[config.mk]
export PLATFORM = sky130hd
export DESIGN_NAME = alu_arbiter
export DESIGN_NICKNAME = d
export VERILOG_FILES = /design/src/rtl/alu_arbiter.sv
export SDC_FILE = /design/constraint.sdc
export NUM_CORES = 1
export LEC_CHECK = 0
export ABC_CLOCK_PERIOD_IN_PS = 2400
export BUFFER_PORTS_ARGS = -buffer_cell sky130_fd_sc_hd__clkbuf_2
export CAP_MARGIN = 20
export CORE_AREA = 2 2 145 147
export DETAILED_ROUTE_END_ITERATION = 8
export DIE_AREA = 0 0 147 149
export SETUP_SLACK_MARGIN = 0.3
export SLEW_MARGIN = 0
export SYNTH_ARGS = -nofsm -noshare
export SYNTH_HDL_FRONTEND = slang
export SYNTH_SLANG_ARGS = --single-unit
[constraint.sdc]
create_clock -name clk -period 2.4 [get_ports clk]
set_clock_uncertainty 0.05 [all_clocks]
set_input_delay 0.12 -clock clk [delete_from_list [all_inputs] [get_ports clk]]
set_output_delay 0.12 -clock clk [all_outputs]
set_load 0.01 [all_outputs]
[src/rtl/alu_arbiter.sv]
// Two-port arbiter in front of a shared ALU. It grants one port per cycle and feeds a single registered result stage.
// The optional performance counters are built only when ALU_ARB_PERF_EN is defined; otherwise perf_* are tied to 0.

package my_pkg;
  typedef enum logic [3:0] {
    ALU_ADD, ALU_SUB, ALU_XOR, ALU_OR, ALU_AND, ALU_SLL, ALU_SRL, ALU_SRA,
    ALU_SLT, ALU_SLTU, ALU_BEQ, ALU_BNE, ALU_BLT, ALU_BGE, ALU_BLTU, ALU_BGEU
  } alu_ops_t;
endpackage

module alu_arbiter
  import my_pkg::*;
#(
  parameter int unsigned STARVE_LIMIT = 4
) (
  input  logic        clk,
  input  logic        rst_n,
  input  logic        req0_valid,
  output logic        req0_ready,
  input  logic [31:0] req0_op1,
  input  logic [31:0] req0_op2,
  input  alu_ops_t    req0_ctrl,
  input  logic        req1_valid,
  output logic        req1_ready,
  input  logic [31:0] req1_op1,
  input  logic [31:0] req1_op2,
  input  alu_ops_t    req1_ctrl,
  output logic [31:0] alu_op1,
  output logic [31:0] alu_op2,
  output alu_ops_t    alu_ctrl,
  input  logic [31:0] alu_result,
  input  logic        alu_branch,
  output logic        rsp_valid,
  input  logic        rsp_ready,
  output logic [31:0] rsp_result,
  output logic        rsp_branch,
  output logic        rsp_id,
  output logic [31:0] perf_gnt0,
  output logic [31:0] perf_gnt1,
  output logic [31:0] perf_stall
);

  localparam logic [3:0] LIMIT = 4'(STARVE_LIMIT);

  logic        rsp_valid_reg;
  logic [31:0] rsp_result_reg;
  logic        rsp_branch_reg;
  logic        rsp_id_reg;
  logic [3:0]  starve_reg, starve_next;
  logic [31:0] op1_reg, op2_reg;
  alu_ops_t    ctrl_reg;

  logic can_accept, promoted, sel1, grant0, grant1, grant_any;

  assign can_accept = !rsp_valid_reg || rsp_ready;
  assign promoted   = (starve_reg == LIMIT);
  // Port 1 is offered the slot when promoted or when port 0 has nothing to send.
  assign sel1       = req1_valid && (promoted || !req0_valid);
  assign req0_ready = rst_n && can_accept && !sel1;
  assign req1_ready = rst_n && can_accept && sel1;
  assign grant0     = req0_ready && req0_valid;
  assign grant1     = req1_ready && req1_valid;
  assign grant_any  = grant0 || grant1;

  // The ALU sees the winning port's operation; otherwise the last granted one is held.
  always_comb begin
    alu_op1  = op1_reg;
    alu_op2  = op2_reg;
    alu_ctrl = ctrl_reg;
    if (grant1) begin
      alu_op1  = req1_op1;
      alu_op2  = req1_op2;
      alu_ctrl = req1_ctrl;
    end else if (grant0) begin
      alu_op1  = req0_op1;
      alu_op2  = req0_op2;
      alu_ctrl = req0_ctrl;
    end
  end

  always_comb begin
    starve_next = starve_reg;
    if (grant1 || !req1_valid) begin
      starve_next = '0;
    end else if (grant0 && (starve_reg != LIMIT)) begin
      starve_next = starve_reg + 4'd1;
    end
  end

  always_ff @(posedge clk or negedge rst_n) begin
    if (!rst_n) begin
      rsp_valid_reg  <= 1'b0;
      rsp_result_reg <= '0;
      rsp_branch_reg <= 1'b0;
      rsp_id_reg     <= 1'b0;
      starve_reg     <= '0;
      op1_reg        <= '0;
      op2_reg        <= '0;
      ctrl_reg       <= ALU_ADD;
    end else begin
      starve_reg <= starve_next;
      if (grant_any) begin
        rsp_valid_reg  <= 1'b1;
        rsp_result_reg <= alu_result;
        rsp_branch_reg <= alu_branch;
        rsp_id_reg     <= grant1;
        op1_reg        <= alu_op1;
        op2_reg        <= alu_op2;
        ctrl_reg       <= alu_ctrl;
      end else if (can_accept) begin
        rsp_valid_reg <= 1'b0;
      end
    end
  end

  assign rsp_valid  = rsp_valid_reg;
  assign rsp_result = rsp_result_reg;
  assign rsp_branch = rsp_branch_reg;
  assign rsp_id     = rsp_id_reg;

`ifdef ALU_ARB_PERF_EN
  logic [31:0] gnt0_reg, gnt1_reg, stall_reg;

  always_ff @(posedge clk or negedge rst_n) begin
    if (!rst_n) begin
      gnt0_reg  <= '0;
      gnt1_reg  <= '0;
      stall_reg <= '0;
    end else begin
      if (grant0) gnt0_reg <= gnt0_reg + 32'd1;
      if (grant1) gnt1_reg <= gnt1_reg + 32'd1;
      if ((req0_valid || req1_valid) && !grant_any) stall_reg <= stall_reg + 32'd1;
    end
  end

  assign perf_gnt0  = gnt0_reg;
  assign perf_gnt1  = gnt1_reg;
  assign perf_stall = stall_reg;
`else
  assign perf_gnt0  = '0;
  assign perf_gnt1  = '0;
  assign perf_stall = '0;
`endif

endmodule

After elaboration in Yosys (flattened, before gate mapping)
Cells that the tools add are included.
{"block": "word_totals", "inputBits": 174, "output_inout_bits": 201, "ff_bits": 107, "wordCells": 38}
{"block": "classes", "addsub": 1, "n_mux": 10, "reduce_logical": 17, "eq_ne": 2}
{"op": "$mux 32", "n": 4}
{"op": "$mux 4", "n": 4}
{"op": "$logic_and 1x1->1", "n": 7}
{"op": "$add 4x1->4 const B", "n": 1}
{"op": "$eq 4x3->1 const B", "n": 1}
{"op": "$logic_not 1->1", "n": 4}
{"op": "$logic_or 1x1->1", "n": 4}
{"op": "$ne 4x3->1 const B", "n": 1}
{"op": "$reduce_bool 2->1", "n": 2}
{"op": "$mux 1", "n": 2}

Longest topological paths before layout
Gate-level depths: netlist of the first run.
{"block": "logic_depth", "word_depth": 9, "ltp_mapped": 8}

Worst setup path after synthesis of the first run
Ideal clock, no wire load.
{"block": "synth_path", "kind": "reg2out", "from": "register starve_reg[0]", "to": "output port alu_op1[12]", "slack_ns": 0.601, "stages_incl_launch_ff": 9, "t_arrival_ns": 1.629, "required_time_ns": 2.230, "path_cell_list": "dfrtp_1 inv_1 ha_1 and3b_1 o21ai_2 buf_4 buf_4 o22ai_1 a21oi_1"}
{"block": "synth_via", "elab_chain_len": 8, "elab_cells_between_ends": 10, "classes_between": "eq/ne (1); mux (2); reduce/logical (7)"}
{"element": "start: declaration", "line": "49", "text": "logic [3:0] starve_reg, starve_next;"}
{"element": "start signal: assignment", "line": "101", "text": "starve_reg <= starve_next;"}
{"element": "$eq 4x3->1 (*)", "line": "56", "text": "assign promoted = (starve_reg == LIMIT);"}
{"element": "$logic_or 1x1->1 (*)", "line": "58", "text": "assign sel1 = req1_valid && (promoted || !req0_valid);"}
{"element": "$logic_and 1x1->1 (*)", "line": "58"}
{"element": "$logic_not 1->1", "line": "59", "text": "assign req0_ready = rst_n && can_accept && !sel1;"}
{"element": "$logic_and 1x1->1", "line": "59"}
{"element": "$logic_and 1x1->1", "line": "61", "text": "assign grant0 = req0_ready && req0_valid;"}
{"element": "$mux 32", "line": "74", "text": "end else if (grant0) begin"}
{"element": "$mux 32 (*)", "line": "70", "text": "if (grant1) begin"}
{"element": "end: declaration", "line": "28", "text": "output logic [31:0] alu_op1,"}
Mark *: on every way between the ends. The rest lies on a longest branch, timed or not.

Final worst setup path of the first run
{"block": "layout_path", "from": "register starve_reg[0]", "to": "output port alu_ctrl[3]"}
{"block": "layout_via", "elab_chain_len": 8, "elab_cells_between_ends": 10, "classes_between": "eq/ne (1); mux (2); reduce/logical (7)"}
{"element": "$eq 4x3->1 (*)", "line": "56"}
{"element": "$logic_or 1x1->1 (*)", "line": "58"}
{"element": "$logic_and 1x1->1 (*)", "line": "58"}
{"element": "$logic_not 1->1", "line": "59"}
{"element": "$logic_and 1x1->1", "line": "59"}
{"element": "$logic_and 1x1->1", "line": "61"}
{"element": "$mux 4", "line": "74"}
{"element": "$mux 4 (*)", "line": "70"}
{"element": "end: declaration", "line": "30", "text": "output alu_ops_t alu_ctrl,"}
Marked as above.

==> flow_summary.yaml, run 1 <==
synth:
  synthesis.area_sq_um: 5570
  netlist.area_leader.share_pct: 48.1
  ys.flop_type: "dfrtp_1"
  synthAdderAreaFrac_pct: 0.449
  synthMuxAreaShare_pct: 6.85
  synth-edff-count: 0
  synthCells: 587
  ys_warn_count: 0
  synthSimpleGateAreaFrac_pct: 6.49
  synth_top_family_by_area: "compound AO/OA/AOI/OAI gates"
  syn_avg_cell_area_sq_um: 9.49
  synth-seq-cells: 107
  yosysMostFrequentCell: "a21oi_1"
  ys_seq_area_share_pct: 48.1
  synthTopCellsByCount: "a21oi_1 (139), dfrtp_1 (107), buf_4 (102)"
  synth_cell_types: 27
  synth_compound_area_share_pct: 20.9
  yosys.area.top_type: "dfrtp_1"
  synth_area_leaders: "dfrtp_1 (48%), buf_4 (14%), a21oi_1 (12%)"
  synth_xor_area_share_pct: 0
  async_flop_share_pct: 100
worst_setup_path:
  path_max_fanout: 8
  path_class: "reg -> out"
  endpoint_kind: "output pin"
  worst_ep_arrival_time_ns: 2.12
  cpMaxStageDelayCell: "dfrtp_1"
  crit_chain: "inv_2 -> ha_1 -> and3b_2 -> o21ai_4 -> buf_6 -> clkbuf_16 -> o22ai_1 -> a21oi_1 -> buf_2"
  critical-path-max-stage-delay_ns: 0.37
  critPathTopFamily: "buffers and inverters"
  required_ns: 2.23
  crit_buf_inv: 4
  cp-start-kind: "flip-flop"
power:
  total_leakage_power_uw: 0.00396
  power.share.sequential_pct: 40.8
  p_sw_uw: 1810
  combPwrFrac_pct: 31.6
  cellPowerDensity_nw_per_um2: 636
  max-vdd-ir-drop_mv: 0.353
  switching_share_pct: 33.5
  clkPwrFrac_pct: 27.7
  p_int_uw: 3590
finish:
  stdcell_count: 1180
  drive_gt1_share_pct: 49.9
  nets: 1076
  antennaDiodeCount: 0
  fin_area_sq_um: 8490
  fillerInstances: 2005
  multiInputGateArea_sq_um: 2860
  seqCellArea_sq_um: 2680
  area_growth_pct: 52.5
die:
  io_pins: 375
  fp.coreArea_sq_um: 20600
  die_x_um: 147
  die-area_sq_um: 21900
  fp.dieH_um: 149
  rows: 53
  start_util_pct: 27.1
timing:
  slew_headroom_pct: 47.8
  rsz0062_at_grt: "yes"
  tns_ns: 0
  setup_viol: 0
  hold_viol: 0
  fin_ws_ns: 0.114
  fmax_mhz: 438
  period_minus_slack_ns: 2.29
  finalCritPeriodShare_pct: 95.2
  slew_violations: 0
  worst_slew_pin_slew_ns: 0.784
route:
  drt_pass1_iterations: 4
  wl_um: 18700
  drtAntennaViolNets: 0
  wl_per_cell_um: 15.9
  drt-initial-drc-count: 151
  via_count: 5303
  drc: 0
  vias_per_cell: 4.49
clocking:
  clockBufferDepth: 2
  clk_latency_ns: 0.35
  cts_buffers: 9
  clock_sinks: 107
  h-tree-depth: 3
  cts_tree: "done"
  cts_root_buf: "clkbuf_16"
  clkTransAtPathRegs_ns: 0.08
worst_hold_path:
  hold_path_class: "in -> reg"
place:
  placed_cells: 1111
  place.port_buffers: 278
  place_area_sq_um: 6940
  place_ws_ns: 0.324
  place_congestion: 0.760
  dp_hpwl_um: 11500
grt:
  antenna_found_initial: 0
  grt_pass1_wl_um: 25600
  grt_overflow: 0
  grt_usage_pct: 14.8
  grt_pass1_vias: 4992
  grt_max_degree: 75
flow_run:
  cap_violations: 0
status:
  status: "completed"
==> area by class of cell <==
| class | instances | share of cell area [%] |
|---|---|---|
| well taps | 275 | 4.05 |
| flip-flops and latches | 107 | 31.5 |
| multi-input cells | 433 | 33.7 |
| inverters | 5 | 0.221 |
| repair buffers | 344 | 26.9 |
| clock inverters | 7 | 0.943 |
| clock buffers | 9 | 2.65 |
==> what timing repair did <==
action                                 in CTS  in global routing
resized for setup                          34                134
endpoints found under the hold margin      99                  0
pin swaps                                   8                 50
cloned                                      3                  9
setup endpoints to repair                  69                 69
buffers inserted                            6                  1
hold buffers                               34                  0
==> cells by family (layout without fill, tap and decap cells) <==
family / count (synthesis) / count (layout)
flops: 107 / 107
fa+ha+maj: 2 / 2
other cells: 1 / 96
mux: 34 / 34
compound gates: 213 / 213
simple gates: 88 / 88
buf+inv: 142 / 365
==> path summary, 6_finish.rpt <==
path / start / slack (ns) / cells after the start / to
max: starve_reg[0] / 0.11 / 9 / alu_ctrl[3]
max in group asynchronous: rst_n / 1.10 / 3 / op1_reg[8]
max reg2reg: rsp_valid / 0.58 / 5 / rsp_result[31]
min: req0_op1[30] / 0.02 / 3 / op1_reg[30]
min reg2reg: rsp_id / 0.44 / 1 / rsp_id
min in group asynchronous: rst_n / 0.14 / 2 / rsp_valid
==> layout by cell type, fill, tap and decap left out, types with 10 or more instances in the layout <==
master and count:
clkbuf_16 16, buf_4 10, a21oi_1 113, o22ai_2 49
clkbuf_2 215, mux2_2 33, o22ai_4 10, dlygate4sd3_1 34
buf_2 62, dfrtp_1 107, conb_1 96, a21oi_2 26
nor2_1 71
==> worst register-to-register path, delay by kind of cell, from the launching register on <==
family        cells  cell delay (ns)
mux               1             0.36
simple gates      2             0.42
buf+inv           2             0.51
flops             1             0.38
==> routing by layer <==
layer	wire length, um	up-vias	global-route usage [%]	share of wire, %
li1	-	2501	-	-
met1	7180	2514	16.4	38
met2	9890	264	28.1	53
met3	1280	24	3.82	6.8
met4	376	0	4.13	2.0
met5	0	-	0	0
==> through the flow <==
stage / total power [uW] / util, % / hold slack [ns]
3_5_place_dp: 3680 / 33.8 / -0.112
4_1_cts: 5320 / 38.4 / 0.00162
2_1_floorplan: 3150 / - / -0.226
5_1_grt: 5740 / 41.3 / 0.0240
6_report: 5410 / 41.3 / 0.0249
3_3_place_gp: 3660 / 33.8 / -0.112
==> power groups by stage <==
stage	Clock [uW]	Sequential [uW]	Combinational, uW
4_1_cts	1560	2200	1560
6_report	1500	2200	1710
5_1_grt	1640	2230	1870
3_5_place_dp	0	2240	1450
2_1_floorplan	0	2270	881
3_3_place_gp	0	2230	1430
No activity file was read; power rests on OpenSTA's default activity.
==> run 2: changes to the inputs <==
--- a/config.mk
+++ b/config.mk
@@ -11,7 +11,8 @@
 export CORE_AREA = 2 2 145 147
 export DETAILED_ROUTE_END_ITERATION = 8
 export DIE_AREA = 0 0 147 149
-export SETUP_SLACK_MARGIN = 0.3
+export REMOVE_ABC_BUFFERS = 1
+export SETUP_SLACK_MARGIN = 0.4
 export SLEW_MARGIN = 0
 export SYNTH_ARGS = -nofsm -noshare
 export SYNTH_HDL_FRONTEND = slang
==> flow_summary.yaml, run 2 (synthesized netlist as in run 1, its figures left out) <==
place:
  dp_hpwl_um: 11400
  place_congestion: 0.752
  place_area_sq_um: 6900
  place.port_buffers: 278
timing:
  setup_viol: 0
  rsz0062_at_grt: "yes"
  slew_violations: 0
  hold_viol: 0
  slew_headroom_pct: 37.7
  finalCritPeriodShare_pct: 99.7
  fmax_mhz: 418
  period_minus_slack_ns: 2.39
  worst_slew_pin_slew_ns: 0.935
  tns_ns: 0
worst_setup_path:
  reg2reg_from: "starve_reg[0]"
  critical-path-max-stage-delay_ns: 0.36
  path_depth: 10
  crit_chain: "inv_1 -> ha_4 -> and3b_2 -> o21ai_4 -> buf_4 -> buf_12 -> buf_4 -> o22ai_4 -> a21oi_2 -> buf_2"
  ff2ff_setup_slack_ns: 0.23
  path_class: "reg -> out"
  crit_buf_inv: 5
  cpMaxStageDelayCell: "dfrtp_1"
  critPathTopFamily: "buffers and inverters"
  worst_ep_arrival_time_ns: 2.22
  path_max_fanout: 13
  worst_path_most_repeated_cell: "buf_4"
  endpoint_kind: "output pin"
  cp-start-kind: "flip-flop"
  required_ns: 2.23
  critical_path.startpoint: "starve_reg[1]"
  rr_worst_depth: 17
route:
  wl_per_cell_um: 16.5
  via_count: 5421
  drc: 0
  drt-initial-drc-count: 267
  drt_pass1_iterations: 4
  wl_um: 19900
  vias_per_cell: 4.50
  drtAntennaViolNets: 0
clocking:
  clockBufferDepth: 2
  clkTransAtPathRegs_ns: 0.07
  clock_sinks: 107
  h-tree-depth: 3
  clk_latency_ns: 0.35
  cts_tree: "done"
  cts_buffers: 9
  cts_root_buf: "clkbuf_16"
die:
  die-area_sq_um: 21900
  fp.dieH_um: 149
  fp.coreArea_sq_um: 20600
  start_util_pct: 27.1
  io_pins: 375
  rows: 53
  die_x_um: 147
grt:
  grt_usage_pct: 15.1
  antenna_found_initial: 2
  grt_pass1_wl_um: 25900
  grt_overflow: 0
  grt_pass1_vias: 4976
  grt_max_degree: 90
finish:
  post-route-util_pct: 43.6
  nets: 1101
  area_growth_pct: 60.9
  fillerInstances: 1911
  layout.cells.most_common_list: "clkbuf_2 (227), a21oi_1 (116), dfrtp_1 (107)"
  drive_gt1_share_pct: 51.3
  layout_commonest_cell: "clkbuf_2"
  fin_area_sq_um: 8960
flow_run:
  cap_violations: 0
worst_hold_path:
  hold_depth: 3
  holdCritStartpoint: "req0_op1[20]"
  hold_path_class: "in -> reg"
power:
  cellPowerDensity_nw_per_um2: 620
  max-vdd-ir-drop_mv: 0.314
  power_uw: 5560
  total_leakage_power_uw: 0.00411
status:
  status: "completed"
[run 2: final timing paths]
path	endpoint
max	alu_op2[9]
min	op1_reg[20]
max reg2reg	starve_reg[0]
min reg2reg	rsp_id
max in group asynchronous	op2_reg[5]
min in group asynchronous	starve_reg[1]
[run 2: worst register-to-register path: cells and delay by family, from the launching register on]
| kind | cells | cell delay (ns) |
|---|---|---|
| and+or+nand+nor | 1 | 0.05 |
| DFF | 1 | 0.37 |
| AOI/OAI and AO/OA | 1 | 0.05 |
| buffers and inverters | 15 | 1.54 |
[run 2: final cells by class]
type	count	area, sq um	area share (%)
Clock buffer	9	225	2.51
Clock inverter	6	73.8	0.824
Tap cell	275	344	3.84
Multi-Input combinational cell	433	3050	34.0
Timing Repair Buffer	369	2570	28.7
Sequential cell	107	2680	29.9
Antenna cell	1	2.50	0.0279
Inverter	5	18.8	0.209
[run 2: timing repair]
item,in CTS,in global routing
hold buffers,34,0
setup buffers,18,13
gates cloned,3,12
gates resized for setup,55,148
hold endpoints to repair,84,0
setup endpoints to repair,70,70
pin swaps,3,45
[run 2: report_power, final]
group          internal (uW)  leakage, uW  switching (uW)
Combinational            818      0.00276            1010
Sequential              2090      0.00121             108
Clock                    818     0.000140             716
Total                   3730      0.00411            1830
[run 2: metrics by stage]
stage                     instances  setup WS [ns]  hold slack (ns)
after floorplan                 545          -2.04           -0.226
after global placement         1109          0.309            0.222
after detailed placement       1109          0.275            0.216
after CTS                      1179         0.0397          0.00822
after global routing           1204        -0.0945           0.0284
final                          1205        0.00782           0.0302
[run 2: per-layer routing]
metal  up-vias  part of all wire (%)  GRT usage (%)
met1      2591                    40           17.4
met4         2                   1.7           5.24
li1       2559                     -              -
met3        21                   6.3           4.40
met5         -                 0.045              0
met2       248                    52           27.0
==> run 3: changes to the inputs <==
--- a/config.mk
+++ b/config.mk
@@ -11,6 +11,7 @@
 export CORE_AREA = 2 2 145 147
 export DETAILED_ROUTE_END_ITERATION = 8
 export DIE_AREA = 0 0 147 149
+export PLACE_DENSITY = 0.54
 export REMOVE_ABC_BUFFERS = 1
 export SETUP_SLACK_MARGIN = 0.4
 export SLEW_MARGIN = 0
==> flow_summary.yaml, run 3 (synthesized netlist as in run 1, its figures left out) <==
timing:
  finalCritPeriodShare_pct: 99.1
  period_minus_slack_ns: 2.38
  whs_ns: 0.0245
  hold_viol: 0
  slew_headroom_pct: 54.2
  fin_ws_ns: 0.0227
  worst_slew_pin_slew_ns: 0.687
  fmax_mhz: 421
  tns_ns: 0
  rsz0062_at_grt: "yes"
  setup_viol: 0
  slew_violations: 0
worst_setup_path:
  required_ns: 2.23
  ff2ff_setup_slack_ns: 0.20
  worst_ep_arrival_time_ns: 2.21
  path_max_fanout: 8
  reg2reg_from: "starve_reg[0]"
  path_class: "reg -> out"
  critical_path.startpoint: "starve_reg[0]"
  endpoint_kind: "output pin"
  cp-start-kind: "flip-flop"
die:
  io_pins: 375
  fp.coreArea_sq_um: 20600
  rows: 53
  fp.dieH_um: 149
  start_util_pct: 27.1
  die-area_sq_um: 21900
  die_x_um: 147
route:
  vias_per_cell: 4.53
  drc: 0
  wl_um: 20000
  drt-initial-drc-count: 189
  drt_pass1_iterations: 4
  drtAntennaViolNets: 0
  wl_per_cell_um: 16.6
  via_count: 5458
grt:
  grt_overflow: 0
  antenna_found_initial: 0
  grt_max_degree: 60
  grt_pass1_vias: 4959
  grt_usage_pct: 14.8
  grt_pass1_wl_um: 25500
finish:
  seqCellArea_sq_um: 2680
  antennaDiodeCount: 0
  nets: 1102
  fillerInstances: 1947
  multiInputGateArea_sq_um: 3070
  post-route-util_pct: 44.0
  area_growth_pct: 62.3
  drive_gt1_share_pct: 52.2
  layout_commonest_cell: "clkbuf_2"
  layout.cells.most_common_list: "clkbuf_2 (229), a21oi_1 (107), dfrtp_1 (107)"
power:
  cellPowerDensity_nw_per_um2: 610
  total_leakage_power_uw: 0.00414
  max-vdd-ir-drop_mv: 0.338
  power_uw: 5520
status:
  status: "completed"
worst_hold_path:
  holdCritStartpoint: "req0_ctrl[3]"
  hold_path_class: "in -> reg"
clocking:
  clkTransAtPathRegs_ns: 0.07
  cts_buffers: 9
  clockBufferDepth: 2
  cts_root_buf: "clkbuf_16"
  clock_sinks: 107
  h-tree-depth: 3
  cts_tree: "done"
  clk_latency_ns: 0.35
place:
  place_ws_ns: 0.301
  place_congestion: 0.745
  dp_hpwl_um: 11200
  place.port_buffers: 278
flow_run:
  cap_violations: 0
run 3: cell type report:
class | instances | area share (%)
multi-input cells | 433 | 34.0
flip-flops and latches | 107 | 29.6
repair buffers | 370 | 29.2
well taps | 275 | 3.81
clock buffers | 10 | 2.64
clock inverters | 6 | 0.526
inverters | 5 | 0.208
run 3: timing repair:
item,4_1_cts,5_1_grt
setup endpoints to repair,69,72
pin swaps,25,52
hold endpoints to repair,46,0
gates resized for setup,37,169
hold buffers,35,0
buffers inserted,21,9
gates cloned,4,12
run 3: stage by stage:
step | std cells | area, sq um
global placement | 1109 | 6900
detailed placement | 1109 | 6900
CTS | 1185 | 8030
floorplan | 545 | 4990
global route | 1206 | 9040
finish | 1206 | 9040
run 3: power breakdown:
group          internal [uW]  switching [uW]  total (uW)
logic                    834            1010        1850
clock network            743             718        1460
registers               2100             113        2210
run 3: path summary, 6_finish.rpt:
path / cells after the start / end
max: 9 / alu_op1[2]
min: 3 / ctrl_reg[3]
max reg2reg: 17 / starve_reg[0]
min reg2reg: 1 / rsp_id
max in group asynchronous: 3 / rsp_result[24]
min in group asynchronous: 2 / op1_reg[18]
run 3: critical path, stage by stage, from the launching register on:
cell and delay [ns]:
dfrtp_1 0.38, inv_2 0.07, ha_4 0.15, and3b_2 0.25, o21ai_4 0.20, buf_12 0.20
clkbuf_16 0.21, o22ai_4 0.09, a21oi_2 0.13, buf_2 0.15
run 3: layer usage:
layer | track usage, % | up-vias | part of all wire [%]
met5 | 0 | - | 0
met4 | 5.29 | 0 | 2.1
met3 | 4.37 | 33 | 6.7
met2 | 26.1 | 253 | 50
met1 | 17.2 | 2597 | 41
li1 | - | 2575 | -
